===== src/rtl/div_n_serial.sv =====
// rtl/div_n_serial.sv - serial divisibility checker: running remainder of a bit stream mod DIVISOR
module div_n_serial #(
    parameter int DIVISOR = 5,
    parameter int CNT_W   = 8,
    localparam int RW     = $clog2(DIVISOR)
) (
    input  logic             clk,
    input  logic             rst,
    input  logic             clr,
    input  logic             in_valid,
    input  logic             inp,
    input  logic             lsb_first,
    output logic             out,
    output logic [RW-1:0]    rem,
    output logic [CNT_W-1:0] bit_cnt
);

    localparam logic [RW:0]   DIV_EXT = (RW + 1)'(DIVISOR);
    localparam logic [RW-1:0] W_ONE   = RW'(1);

    logic [RW-1:0]    rem_q;
    logic [RW-1:0]    w_q;
    logic [CNT_W-1:0] cnt_q;
    logic             mode_q;

    logic [RW-1:0]    base_rem;
    logic [RW-1:0]    base_w;
    logic [CNT_W-1:0] base_cnt;
    logic             mode_eff;
    logic [RW:0]      msb_sum;
    logic [RW:0]      lsb_sum;
    logic [RW:0]      w_dbl;
    logic [RW-1:0]    nxt_rem;
    logic [RW-1:0]    nxt_w;
    logic [CNT_W-1:0] nxt_cnt;

    // Every operand is below 2*DIVISOR, so one conditional subtract is a full mod.
    function automatic logic [RW-1:0] mod_once(input logic [RW:0] x);
        logic [RW:0] t;
        t = (x >= DIV_EXT) ? (x - DIV_EXT) : x;
        return t[RW-1:0];
    endfunction

    always_comb begin
        // clr with a valid bit starts the new number from the empty state
        base_rem = clr ? '0    : rem_q;
        base_w   = clr ? W_ONE : w_q;
        base_cnt = clr ? '0    : cnt_q;
        mode_eff = (base_cnt == '0) ? lsb_first : mode_q;

        msb_sum  = {base_rem, 1'b0} + {{RW{1'b0}}, inp};
        lsb_sum  = {1'b0, base_rem} + (inp ? {1'b0, base_w} : '0);
        w_dbl    = {base_w, 1'b0};

        nxt_rem  = mode_eff ? mod_once(lsb_sum) : mod_once(msb_sum);
        nxt_w    = mod_once(w_dbl);
        nxt_cnt  = (&base_cnt) ? base_cnt : base_cnt + 1'b1;
    end

    always_ff @(posedge clk or posedge rst) begin
        if (rst) begin
            rem_q  <= '0;
            w_q    <= W_ONE;
            cnt_q  <= '0;
            mode_q <= 1'b0;
        end else if (in_valid) begin
            rem_q  <= nxt_rem;
            w_q    <= nxt_w;
            cnt_q  <= nxt_cnt;
            mode_q <= mode_eff;
        end else if (clr) begin
            rem_q  <= '0;
            w_q    <= W_ONE;
            cnt_q  <= '0;
        end
    end

    assign rem     = rem_q;
    assign bit_cnt = cnt_q;
    assign out     = (rem_q == '0);

endmodule


===== config.mk =====
export PLATFORM = sky130hd
export DESIGN_NAME = div_n_serial
export DESIGN_NICKNAME = d
export VERILOG_FILES = /design/src/rtl/div_n_serial.sv
export SDC_FILE = /design/constraint.sdc
export NUM_CORES = 1
export LEC_CHECK = 0
export BUFFER_PORTS_ARGS = -buffer_cell sky130_fd_sc_hd__buf_2
export CAP_MARGIN = 5
export CORE_ASPECT_RATIO = 1.1
export CORE_MARGIN = 4
export CORE_UTILIZATION = 55
export CTS_CLUSTER_DIAMETER = 40
export CTS_CLUSTER_SIZE = 8
export DETAILED_ROUTE_END_ITERATION = 16
export PLACE_DENSITY = 0.78
export SLEW_MARGIN = 20
export SYNTH_ARGS = -nofsm -noshare
export SYNTH_HDL_FRONTEND = slang
export SYNTH_SLANG_ARGS = --single-unit

===== constraint.sdc =====
create_clock -name clk -period 3.6 [get_ports clk]
set_clock_uncertainty 0.05 [all_clocks]
set_input_delay 0.18 -clock clk [delete_from_list [all_inputs] [get_ports clk]]
set_output_delay 0.18 -clock clk [all_outputs]
set_load 0.01 [all_outputs]

==> impl_metrics.tcl <==
set metrics [dict create \
    post-cts-setup-buffer-count 0 \
    synth_cells 127 \
    grt_max_degree 23 \
    synthTopCellsByArea "dfrtp_1 31%, ha_1 9.9%, nor2_1 4.9%" \
    r2r-end "rem[1]" \
    whs_ps 213 \
    antenna_found_initial 0 \
    synthesis.area_um2 1140 \
    ant_nets 0 \
    hold_viol_final 0 \
    avgSynthCellArea_um2 8.98 \
    synth_edf_count 0 \
    finalSetupViolCount 0 \
    synth-seq-cells 15 \
    ir_drop_mv 0.195 \
    power_density_nw_per_um2 343 \
    grt_pass1_wl_um 3680 \
    relSlewSlack_pct 60.4 \
    yosysSeqAreaShare_pct 33.0 \
    rows 17 \
    die_h_um 55.8 \
    timing.rr.start "w_q[0]" \
    met1_usage_pct 18.8 \
    tns_ps 0 \
    met2_usage_pct 30.7 \
    tightest_slew_ps 594 \
    busiest_layer "met2" \
    yosysWarnings 0 \
    io_buffer_count 17 \
    cts-htree-levels 1 \
    crit_type "register to register" \
    syn2layout_area_growth_pct 12.5 \
    layout-drive-gt1-share_pct 19.3 \
    nets 162 \
    drv_cap 0 \
    grt-ovfl-total 0 \
    max_freq_mhz 377 \
    synth_ff_type "dfrtp_1" \
    min_period_ps 2650 \
    final_cells 173 \
    rsz0062_at_grt "false" \
    numClockSinks 15 \
    grt_pass1_vias 888 \
    clk_path_buf_depth 2 \
    drc_errors 0 \
    wl_per_cell_um 13.0 \
    yosysTopAreaCell "dfrtp_1" \
    cts_buffers 3 \
    num_vias 950 \
    die_area_um2 2870 \
    endpoint_kind "register" \
    io_pins 18 \
    worstPathArrival_ps 2820 \
    drv_slew 0 \
    hold_path.class "input port to register" \
    ys_async_sr_fraction_pct 100 \
    holdPathEnd "mode_q" \
    cts_tree "done" \
    leakagePower_nw 0.633 \
    critPathLaunchType "register" \
    track_usage_pct 16.8 \
    hold_path_startpoint "lsb_first" \
    routed_wl_um 2250 \
    die_w_um 51.4 \
    clock_latency_ps 280 \
    synth_cell_types 40 \
    netlist.area_leader.share_pct 30.7 \
    drtIter0Drc 22 \
    status "completed" \
    antenna_cells 0 \
    cp-startpoint "w_q[0]" \
    clk_pin_slew_ps 100 \
    syn_nets 143 \
    rrSetupSlack_ps 950 \
    gp_congestion 0.834 \
    period_share_pct 73.7 \
    cts-root-buf "clkbuf_4" \
    dp.cells 168 \
    core_area_um2 2000 \
    reg2reg_depth 11 \
    vias_per_cell 5.49 \
    start_util_pct 57.1 \
    ctsResizeCount 0 \
    met3_usage_pct 1.61 \
    min_delay_path_depth 3 \
    firstDrtPassIters 4 \
    worstPathMaxFanout 5 \
    worstPathRequired_ps 3770 \
    hpwl_um 1730 \
]
## critical path, cell delays in order (launching register included)
cell      delay, ps
dfstp_2         580
nor2_1           60
nor2_1          110
ha_1            190
fa_1            440
inv_1            90
ha_1            190
nand2b_1         80
a221oi_2        330
mux2i_1         110
or2_1           210
a31oi_1         150
## timing repair
item,in CTS,in global routing
hold endpoints to repair,14,0
endpoints found under the setup margin,0,0
hold buffers,1,0
## logic make-up after synthesis
logic type,count (synthesis),share of synthesized area (%)
AND/OR/NAND/NOR,47,21.1
adder cells (fa/ha/maj),10,11.6
multiplexers,6,6.47
XOR/XNOR,6,4.61
AO/OA/AOI/OAI,28,18.3
flip-flops,15,33.0
buffers and inverters,15,4.93
## layer usage
layer / wire (um) / part of all wire (%)
met1: 930 / 41
met3: 74 / 3.3
met2: 1230 / 54
met4: 20 / 0.89
met5: 0 / 0
## sequential cells by signal, summed over array words and instances, names as in the netlist
register,cells
bit_cnt,8
mode_q,1
rem,3
w_q,3
## power breakdown
part | total (mW) | internal [mW] | switching (mW)
combinational | 0.141 | 0.0640 | 0.0768
clock | 0.101 | 0.0413 | 0.0593
sequential | 0.199 | 0.183 | 0.0155
total | 0.440 | 0.289 | 0.152
## layout by cell type, fill, tap and decap left out, drive strengths merged, types with 2 or more instances in the layout
cell,instances
nor2,15
and3,2
o21ai,3
nand2b,5
xnor2,5
nand2,8
buf,17
or3,2
nor2b,4
nand3,2
dfrtp,14
a21oi,10
mux2i,5
nor3b,2
inv,11
a21o,2
a22oi,2
clkbuf,3
nor3,3
ha,9
a31oi,3
## cells in the mapped netlist (all sizes together) (2+ instances only)
cell,number
a21o,2
and3,2
xnor2,5
or3,2
clkbuf,4
inv,11
dfrtp,14
nor3,3
nand3,2
a21oi,10
nor2,15
o21ai,3
ha,9
a31oi,3
a22oi,2
mux2i,5
nor3b,2
nand2b,5
nand2,8
nor2b,4
## stage by stage
| step | setup slack [ps] | power [mW] | utilization (%) | area, um^2 |
|---|---|---|---|---|
| CTS | 950 | 0.444 | 64.2 | 1280 |
| global route | 792 | 0.469 | 64.2 | 1280 |
| global placement | 980 | 0.338 | 62.3 | 1250 |
| floorplan | 945 | 0.307 | - | 1140 |
| detailed placement | 927 | 0.344 | 62.3 | 1250 |
| finish | 948 | 0.440 | 64.2 | 1280 |
## worst max path at each step
| stage | endpoint | slack, ps | depth (start not counted) |
|---|---|---|---|
| after global routing | rem[1] | 790 | 11 |
| final | rem[1] | 950 | 11 |
| after detailed placement | rem[1] | 930 | 11 |
| after CTS | rem[1] | 950 | 11 |
| after floorplan | rem[1] | 940 | 13 |
| after global placement | rem[1] | 980 | 11 |
## area by class of cell
class                   count  area, um^2
fillers                   185         716
multi-input cells          97         708
flip-flops and latches     15         377
repair buffers             18        95.1
inverters                  11        41.3
well taps                  28        35.0
clock buffers               3        22.5
clock inverters             1        5.00
Power figures use the tool's default switching activity.
